<file path="config.mk">
export PLATFORM = sky130hd
export DESIGN_NAME = alu_issue_ctrl_flat
export DESIGN_NICKNAME = d
export VERILOG_FILES = /design/src/rtl/alu_pkg.sv /design/src/rtl/alu_issue_ctrl_if.sv /design/src/rtl/alu_cmd_fifo.sv /design/src/rtl/alu_issue_ctrl.sv /design/src/flat_wrapper.sv
export SDC_FILE = /design/constraint.sdc
export NUM_CORES = 1
export LEC_CHECK = 0
export CAP_MARGIN = 20
export CORE_ASPECT_RATIO = 2
export CORE_MARGIN = 5
export CORE_UTILIZATION = 45
export DETAILED_ROUTE_END_ITERATION = 8
export GPL_ROUTABILITY_DRIVEN = 0
export HOLD_SLACK_MARGIN = 0.15
export PLACE_DENSITY_LB_ADDON = 0.25
export SETUP_SLACK_MARGIN = 0.02
export SYNTH_ARGS = -nofsm -noshare
export SYNTH_HDL_FRONTEND = slang
export SYNTH_SLANG_ARGS = --single-unit
</file>
<file path="constraint.sdc">
create_clock -name CLK -period 2.9 [get_ports CLK]
set_clock_uncertainty 0.15 [all_clocks]
set_input_delay 0.58 -clock CLK [delete_from_list [all_inputs] [get_ports CLK]]
set_output_delay 0.58 -clock CLK [all_outputs]
set_load 0.1 [all_outputs]
</file>
<file path="src/rtl/alu_pkg.sv">
// Shared definitions for the 4-bit ALU and its issue stage.
//   OP_*         : opcode encodings, identical to the ones decoded by the ALU
//   state_e      : issue FSM state encoding
//   cmd_t        : one queued command {sel, a, b}
//   is_legal_op  : 1 when the opcode is one the ALU implements
package alu_pkg;

   localparam logic [3:0] OP_ADD = 4'b0000;
   localparam logic [3:0] OP_AND = 4'b0001;
   localparam logic [3:0] OP_OR  = 4'b0010;
   localparam logic [3:0] OP_GT  = 4'b0011;
   localparam logic [3:0] OP_XOR = 4'b0100;
   localparam logic [3:0] OP_MUL = 4'b0101;
   localparam logic [3:0] OP_SHL = 4'b0110;
   localparam logic [3:0] OP_EQ  = 4'b1000;
   localparam logic [3:0] OP_SHR = 4'b1100;
   localparam logic [3:0] OP_SUB = 4'b1111;

   typedef enum logic [1:0] {
      IDLE = 2'd0,
      EXEC = 2'd1,
      HOLD = 2'd2
   } state_e;

   typedef struct packed {
      logic [3:0] sel;
      logic [3:0] a;
      logic [3:0] b;
   } cmd_t;

   localparam int unsigned CMD_W = $bits(cmd_t);

   function automatic logic is_legal_op(input logic [3:0] sel);
      logic legal;
      case (sel)
         OP_ADD, OP_AND, OP_OR, OP_GT, OP_XOR,
         OP_MUL, OP_SHL, OP_EQ, OP_SHR, OP_SUB: legal = 1'b1;
         default:                               legal = 1'b0;
      endcase
      return legal;
   endfunction

endpackage

</file>
<file path="src/rtl/alu_issue_ctrl_if.sv">
// Bus between a command producer / result consumer, the issue stage and the ALU.
//   In_*    : command stream (valid/ready), operands and opcode
//   A/B/Sel : registered drive to the ALU; C is the ALU's combinational result
//   Out_*   : held result stream (valid/ready), result, opcode and illegal flag
//   Count   : command FIFO occupancy
// Modport slave is the issue stage's view; master is the surrounding system's view.
interface alu_issue_ctrl_if #(
   parameter int unsigned DEPTH = 4
) ();

   localparam int unsigned CW = $clog2(DEPTH) + 1;

   logic          In_valid;
   logic          In_ready;
   logic [3:0]    In_A;
   logic [3:0]    In_B;
   logic [3:0]    In_Sel;
   logic [3:0]    A;
   logic [3:0]    B;
   logic [3:0]    Sel;
   logic [7:0]    C;
   logic          Out_valid;
   logic          Out_ready;
   logic [7:0]    Out_C;
   logic [3:0]    Out_Sel;
   logic          Out_Err;
   logic [CW-1:0] Count;

   modport slave (
      input  In_valid, In_A, In_B, In_Sel, C, Out_ready,
      output In_ready, A, B, Sel, Out_valid, Out_C, Out_Sel, Out_Err, Count
   );

   modport master (
      output In_valid, In_A, In_B, In_Sel, C, Out_ready,
      input  In_ready, A, B, Sel, Out_valid, Out_C, Out_Sel, Out_Err, Count
   );

endinterface

</file>
<file path="src/rtl/alu_cmd_fifo.sv">
// Command FIFO for the ALU issue stage, DEPTH x WIDTH, first-word fall-through.
//   CLK, RST_N : clock, asynchronous active-low reset
//   push/wdata : write when not full
//   pop/rdata  : rdata is the head entry; pop removes it when not empty
//   full/empty : occupancy flags
//   count      : occupancy, 0..DEPTH
module alu_cmd_fifo #(
   parameter int unsigned DEPTH = 4,
   parameter int unsigned WIDTH = 12,
   localparam int unsigned PW   = $clog2(DEPTH),
   localparam int unsigned CW   = PW + 1
) (
   input  logic             CLK,
   input  logic             RST_N,
   input  logic             push,
   input  logic [WIDTH-1:0] wdata,
   input  logic             pop,
   output logic [WIDTH-1:0] rdata,
   output logic             full,
   output logic             empty,
   output logic [CW-1:0]    count
);

   logic [WIDTH-1:0] mem_q [DEPTH];
   logic [PW-1:0]    wr_ptr_q;
   logic [PW-1:0]    rd_ptr_q;
   logic [CW-1:0]    count_q;
   logic             push_ok;
   logic             pop_ok;

   assign full    = (count_q == CW'(DEPTH));
   assign empty   = (count_q == '0);
   assign count   = count_q;
   assign rdata   = mem_q[rd_ptr_q];
   // A full FIFO refuses the push even if the head leaves on the same edge.
   assign push_ok = push && !full;
   assign pop_ok  = pop && !empty;

   always_ff @(posedge CLK) begin
      if (push_ok) begin
         mem_q[wr_ptr_q] <= wdata;
      end
   end

   // DEPTH is a power of two, so the pointers wrap by natural overflow.
   always_ff @(posedge CLK or negedge RST_N) begin
      if (!RST_N) begin
         wr_ptr_q <= '0;
         rd_ptr_q <= '0;
         count_q  <= '0;
      end else begin
         if (push_ok) begin
            wr_ptr_q <= wr_ptr_q + PW'(1);
         end
         if (pop_ok) begin
            rd_ptr_q <= rd_ptr_q + PW'(1);
         end
         unique case ({push_ok, pop_ok})
            2'b10:   count_q <= count_q + CW'(1);
            2'b01:   count_q <= count_q - CW'(1);
            default: count_q <= count_q;
         endcase
      end
   end

endmodule

</file>
<file path="src/rtl/alu_issue_ctrl.sv">
// Issue stage in front of the 4-bit ALU. Queues commands, drives A/B/Sel from
// registers, waits SETTLE cycles, captures C and holds it until consumed.
// Illegal opcodes bypass the ALU and produce an error result directly.
//   CLK, RST_N : clock, asynchronous active-low reset
//   bus        : slave view of alu_issue_ctrl_if (command in, ALU drive, result out)
module alu_issue_ctrl
   import alu_pkg::*;
#(
   parameter int unsigned DEPTH  = 4,
   parameter int unsigned SETTLE = 1
) (
   input logic             CLK,
   input logic             RST_N,
   alu_issue_ctrl_if.slave bus
);

   localparam int unsigned CW    = $clog2(DEPTH) + 1;
   localparam int unsigned CNT_W = (SETTLE > 1) ? $clog2(SETTLE) : 1;

   cmd_t             wr_cmd;
   cmd_t             head;
   logic [CMD_W-1:0] head_raw;
   logic             fifo_full;
   logic             fifo_empty;
   logic [CW-1:0]    fifo_count;
   logic             push;
   logic             pop;
   logic             head_legal;

   state_e           state_q;
   logic [CNT_W-1:0] cnt_q;
   logic [3:0]       a_q;
   logic [3:0]       b_q;
   logic [3:0]       sel_q;
   logic             out_valid_q;
   logic [7:0]       out_c_q;
   logic [3:0]       out_sel_q;
   logic             out_err_q;

   assign wr_cmd = '{sel: bus.In_Sel, a: bus.In_A, b: bus.In_B};
   assign push   = bus.In_valid && !fifo_full;

   alu_cmd_fifo #(
      .DEPTH (DEPTH),
      .WIDTH (CMD_W)
   ) u_fifo (
      .CLK   (CLK),
      .RST_N (RST_N),
      .push  (push),
      .wdata (wr_cmd),
      .pop   (pop),
      .rdata (head_raw),
      .full  (fifo_full),
      .empty (fifo_empty),
      .count (fifo_count)
   );

   assign head       = cmd_t'(head_raw);
   assign head_legal = is_legal_op(head.sel);

   // Pop from IDLE, or from HOLD on the edge the held result is consumed.
   always_comb begin
      pop = 1'b0;
      unique case (state_q)
         IDLE:    pop = !fifo_empty;
         HOLD:    pop = bus.Out_ready && !fifo_empty;
         default: pop = 1'b0;
      endcase
   end

   always_ff @(posedge CLK or negedge RST_N) begin
      if (!RST_N) begin
         state_q     <= IDLE;
         cnt_q       <= '0;
         a_q         <= '0;
         b_q         <= '0;
         sel_q       <= '0;
         out_valid_q <= 1'b0;
         out_c_q     <= '0;
         out_sel_q   <= '0;
         out_err_q   <= 1'b0;
      end else if (pop) begin
         if (head_legal) begin
            a_q         <= head.a;
            b_q         <= head.b;
            sel_q       <= head.sel;
            cnt_q       <= CNT_W'(SETTLE - 1);
            out_valid_q <= 1'b0;
            state_q     <= EXEC;
         end else begin
            // ALU drive is left untouched; the error result is held directly.
            out_c_q     <= '0;
            out_sel_q   <= head.sel;
            out_err_q   <= 1'b1;
            out_valid_q <= 1'b1;
            state_q     <= HOLD;
         end
      end else begin
         unique case (state_q)
            IDLE: begin
               state_q <= IDLE;
            end
            EXEC: begin
               if (cnt_q == '0) begin
                  out_c_q     <= bus.C;
                  out_sel_q   <= sel_q;
                  out_err_q   <= 1'b0;
                  out_valid_q <= 1'b1;
                  state_q     <= HOLD;
               end else begin
                  cnt_q <= cnt_q - CNT_W'(1);
               end
            end
            HOLD: begin
               if (bus.Out_ready) begin
                  out_valid_q <= 1'b0;
                  state_q     <= IDLE;
               end
            end
            default: begin
               state_q <= IDLE;
            end
         endcase
      end
   end

   assign bus.In_ready  = !fifo_full;
   assign bus.Count     = fifo_count;
   assign bus.A         = a_q;
   assign bus.B         = b_q;
   assign bus.Sel       = sel_q;
   assign bus.Out_valid = out_valid_q;
   assign bus.Out_C     = out_c_q;
   assign bus.Out_Sel   = out_sel_q;
   assign bus.Out_Err   = out_err_q;

endmodule
</file>
<file path="src/flat_wrapper.sv">
// flat-port wrapper written by rule: the top's interface ports become plain ports
module alu_issue_ctrl_flat import alu_pkg::*;
#(
   parameter int unsigned DEPTH  = 4,
   parameter int unsigned SETTLE = 1
)
  (CLK, RST_N, bus_In_valid, bus_In_A, bus_In_B, bus_In_Sel, bus_C, bus_Out_ready, bus_In_ready, bus_A, bus_B, bus_Sel, bus_Out_valid, bus_Out_C, bus_Out_Sel, bus_Out_Err, bus_Count);
  alu_issue_ctrl_if #(.DEPTH(DEPTH)) bus_i ();
  input logic CLK;
  input logic RST_N;
  input wire logic [$bits(bus_i.In_valid)-1:0] bus_In_valid;
  input wire logic [$bits(bus_i.In_A)-1:0] bus_In_A;
  input wire logic [$bits(bus_i.In_B)-1:0] bus_In_B;
  input wire logic [$bits(bus_i.In_Sel)-1:0] bus_In_Sel;
  input wire logic [$bits(bus_i.C)-1:0] bus_C;
  input wire logic [$bits(bus_i.Out_ready)-1:0] bus_Out_ready;
  output wire logic [$bits(bus_i.In_ready)-1:0] bus_In_ready;
  output wire logic [$bits(bus_i.A)-1:0] bus_A;
  output wire logic [$bits(bus_i.B)-1:0] bus_B;
  output wire logic [$bits(bus_i.Sel)-1:0] bus_Sel;
  output wire logic [$bits(bus_i.Out_valid)-1:0] bus_Out_valid;
  output wire logic [$bits(bus_i.Out_C)-1:0] bus_Out_C;
  output wire logic [$bits(bus_i.Out_Sel)-1:0] bus_Out_Sel;
  output wire logic [$bits(bus_i.Out_Err)-1:0] bus_Out_Err;
  output wire logic [$bits(bus_i.Count)-1:0] bus_Count;
  assign bus_i.In_valid = bus_In_valid;
  assign bus_i.In_A = bus_In_A;
  assign bus_i.In_B = bus_In_B;
  assign bus_i.In_Sel = bus_In_Sel;
  assign bus_i.C = bus_C;
  assign bus_i.Out_ready = bus_Out_ready;
  assign bus_In_ready = bus_i.In_ready;
  assign bus_A = bus_i.A;
  assign bus_B = bus_i.B;
  assign bus_Sel = bus_i.Sel;
  assign bus_Out_valid = bus_i.Out_valid;
  assign bus_Out_C = bus_i.Out_C;
  assign bus_Out_Sel = bus_i.Out_Sel;
  assign bus_Out_Err = bus_i.Out_Err;
  assign bus_Count = bus_i.Count;
  alu_issue_ctrl #(.DEPTH(DEPTH), .SETTLE(SETTLE)) u_core (.CLK(CLK), .RST_N(RST_N), .bus(bus_i));
endmodule
</file>
==> run_results.csv <==
group,metric,value,unit
min_path,hold_class,"input pin to asynchronous set/reset pin",
worst_setup_path,worst_setup_path_start_kind,"register",
layout,layout_common_cells,"edfxtp_1 (48), buf_4 (40), dfrtp_1 (32)",
logic_synthesis,syn_nets,255,
worst_setup_path,crit_chain,"buf_4 -> mux4_2 -> mux2i_1 -> nor3b_1 -> a21oi_1 -> o221a_2",
status,outcome,"finished clean",
worst_setup_path,reg2reg_depth,6,
floorplan,fp.dieArea,9610,sq um
clocking,cts_tree,"yes",
worst_setup_path,arrival,2650,ps
floorplan,start_util,45.7,%
worst_setup_path,crit_slowest_cell,"mux4_2",
global_route,grt_pass1_vias,2159,
logic_synthesis,synthArstFlopShare,42.2,%
worst_setup_path,worst-setup-path-type,"register to register",
drt,avgRoutedWirePerCell,17.0,microns
floorplan,die_w,71.9,microns
clocking,worstSkewPairLatency,330,ps
floorplan,die_y,134,microns
drt,detail-route-antenna-nets,0,
worst_setup_path,critPathMaxFanout,14,
worst_setup_path,crit_required,2970,ps
drt,drt_iter0_markers,75,
global_route,grt_max_degree,36,
worst_setup_path,crit_family,"multiplexers",
layout,layout-drive-gt1-share,30.4,%
placement,port_buffers,53,
clocking,post_cts_resize_count,0,
logic_synthesis,ys_warn_count,0,
global_route,grtUsageTotal,15.1,%
clocking,holdBufCountCts,0,
floorplan,core_area,7540,sq um
drt,vias,2006,
sta,fmax,0.387,GHz
drt,drc,0,
clocking,cts.path.max_buffers,2,
clocking,cts_root_buffer,"clkbuf_16",
logic_synthesis,netlist_instances,220,
layout,layout_commonest_cell,"edfxtp_1",
logic_synthesis,synthFlopType,"edfxtp_1",
sta,fin_crit_sh,89.2,%
floorplan,num_rows,45,
layout,nFillCells,646,
placement,dp.final_hpwl,4730,microns
global_route,grt_pass1_wl,10500,microns
sta,timing.hold.ws,186,ps
sta,report.final.slew_viol_count,0,
logic_synthesis,synthesis.area,3440,sq um
worst_setup_path,slowest_delay,580,ps
floorplan,io_pins,54,
worst_setup_path,crit_cells,6,
logic_synthesis,ys_ff_latch,83,
logic_synthesis,ys_seq_area_share,67.3,%
sta,setup_viol,0,
layout,area.growth.synth_to_final,26.5,%
sta,relSlewSlack,47.0,%
clocking,cts.sinks,83,
logic_synthesis,avgSynthCellArea,15.7,sq um
sta,finalCriticalPeriod,2590,ps
clocking,numCtsBuffers,9,
logic_synthesis,synth_edf_count,48,
job,cap_violations,0,
drt,drtPass1Iterations,4,
global_route,antenna_found_initial,0,
worst_setup_path,end_kind,"register",
drt,via_per_inst,5.18,
sta,rsz0062_at_grt,"no",
sta,finalSetupTns,0,ps
logic_synthesis,synth.distinct_cells,33,
worst_setup_path,critical_path_buf_inv_count,1,
sta,hold_violations,0,
clocking,htree_levels,3,
layout,nets,323,
clocking,path_clk_slew,60,ps
global_route,gr-total-overflow,0,
layout,n_antenna_cell,0,
clocking,cts_setup_buffers,0,
sta,tightestPinTransition,795,ps
drt,drt_wl_total,6560,microns
==> synth_stat cells (2+ instances only) <==
cell | count | area [sq um]
clkbuf_1 | 4 | 15.0
a21o_1 | 2 | 15.0
inv_1 | 13 | 48.8
o221a_2 | 2 | 22.5
a21oi_1 | 3 | 15.0
xnor2_1 | 4 | 35.0
dfrtp_1 | 35 | 876
and2_1 | 2 | 12.5
nor2_1 | 4 | 15.0
and3_1 | 4 | 25.0
nand2_1 | 27 | 101
nor2b_1 | 2 | 12.5
edfxtp_1 | 48 | 1440
o21ai_0 | 12 | 60.1
xor2_1 | 2 | 17.5
ha_1 | 10 | 125
mux2_2 | 14 | 158
mux2i_1 | 5 | 50.1
mux4_2 | 11 | 248
a2111o_1 | 2 | 22.5
buf_6 | 2 | 22.5
==> stage by stage <==
step	util, %	area, sq um	setup slack [ps]	std cells
3_3_place_gp	54.1	4080	298	371
3_5_place_dp	54.1	4080	293	371
4_1_cts	57.7	4360	297	387
2_1_floorplan	-	3460	96.1	220
6_report	57.7	4360	313	387
5_1_grt	57.7	4360	138	387
==> state kept, by name, indices dropped and copies added, names as in the netlist <==
signal / flops
u_core.bus.Out_Sel: 4
u_core.bus.Out_valid: 1
u_core.bus.Out_C: 8
u_core.u_fifo.count: 3
u_core.u_fifo.rd_ptr_q: 2
u_core.u_fifo.wr_ptr_q: 2
u_core.bus.Sel: 4
u_core.bus.Out_Err: 1
u_core.state_q: 2
u_core.u_fifo.mem_q: 48
u_core.bus.A: 4
u_core.bus.B: 4
==> path summary, 6_finish.rpt <==
kind / start / end / slack, ps
worst max-delay path: u_core.u_fifo.rd_ptr_q[0] / u_core.bus.Out_Sel[0] / 310
worst min-delay path: RST_N / u_core.bus.A[3] / 190
worst max register to register: u_core.u_fifo.rd_ptr_q[0] / u_core.bus.Out_Sel[0] / 310
worst min register to register: u_core.u_fifo.count[0] / u_core.u_fifo.count[0] / 350
max in group asynchronous: RST_N / u_core.u_fifo.count[2] / 1870
min in group CLK: u_core.u_fifo.count[0] / u_core.u_fifo.count[0] / 350
==> area by class of cell <==
cell class	instances	area (sq um)	area share, %
clock buffer	11	243	5.57
clock inverter	5	35.0	0.804
inverter	14	52.6	1.21
multi-input combinational	116	1040	23.9
sequential	83	2320	53.3
tap	94	118	2.70
timing repair buffer	64	546	12.5
==> worst reg2reg max path, cell delays in order (launching register included) <==
cell,delay (ps)
dfrtp_1,410
buf_4,290
mux4_2,590
mux2i_1,170
nor3b_1,390
a21oi_1,180
o221a_2,300
==> cell families after synthesis <==
group,share of synthesized area [%]
buf+inv,2.83
xor+xnor,1.53
compound gates,4.69
simple gates,6.25
fa+ha+maj,4.21
flops,67.3
mux,13.2
==> metal layers <==
layer,GRT usage [%],share of wire (%),routed length [microns],vias up
met5,0,0,0,-
met4,7.22,1.2,80,0
met3,5.21,6.6,432,4
met2,27.7,57,3740,58
met1,14.5,35,2310,1002
li1,-,-,-,942
Power is not shown: default switching activity piles up to over one toggle a cycle in this logic, so the estimate is an artifact.
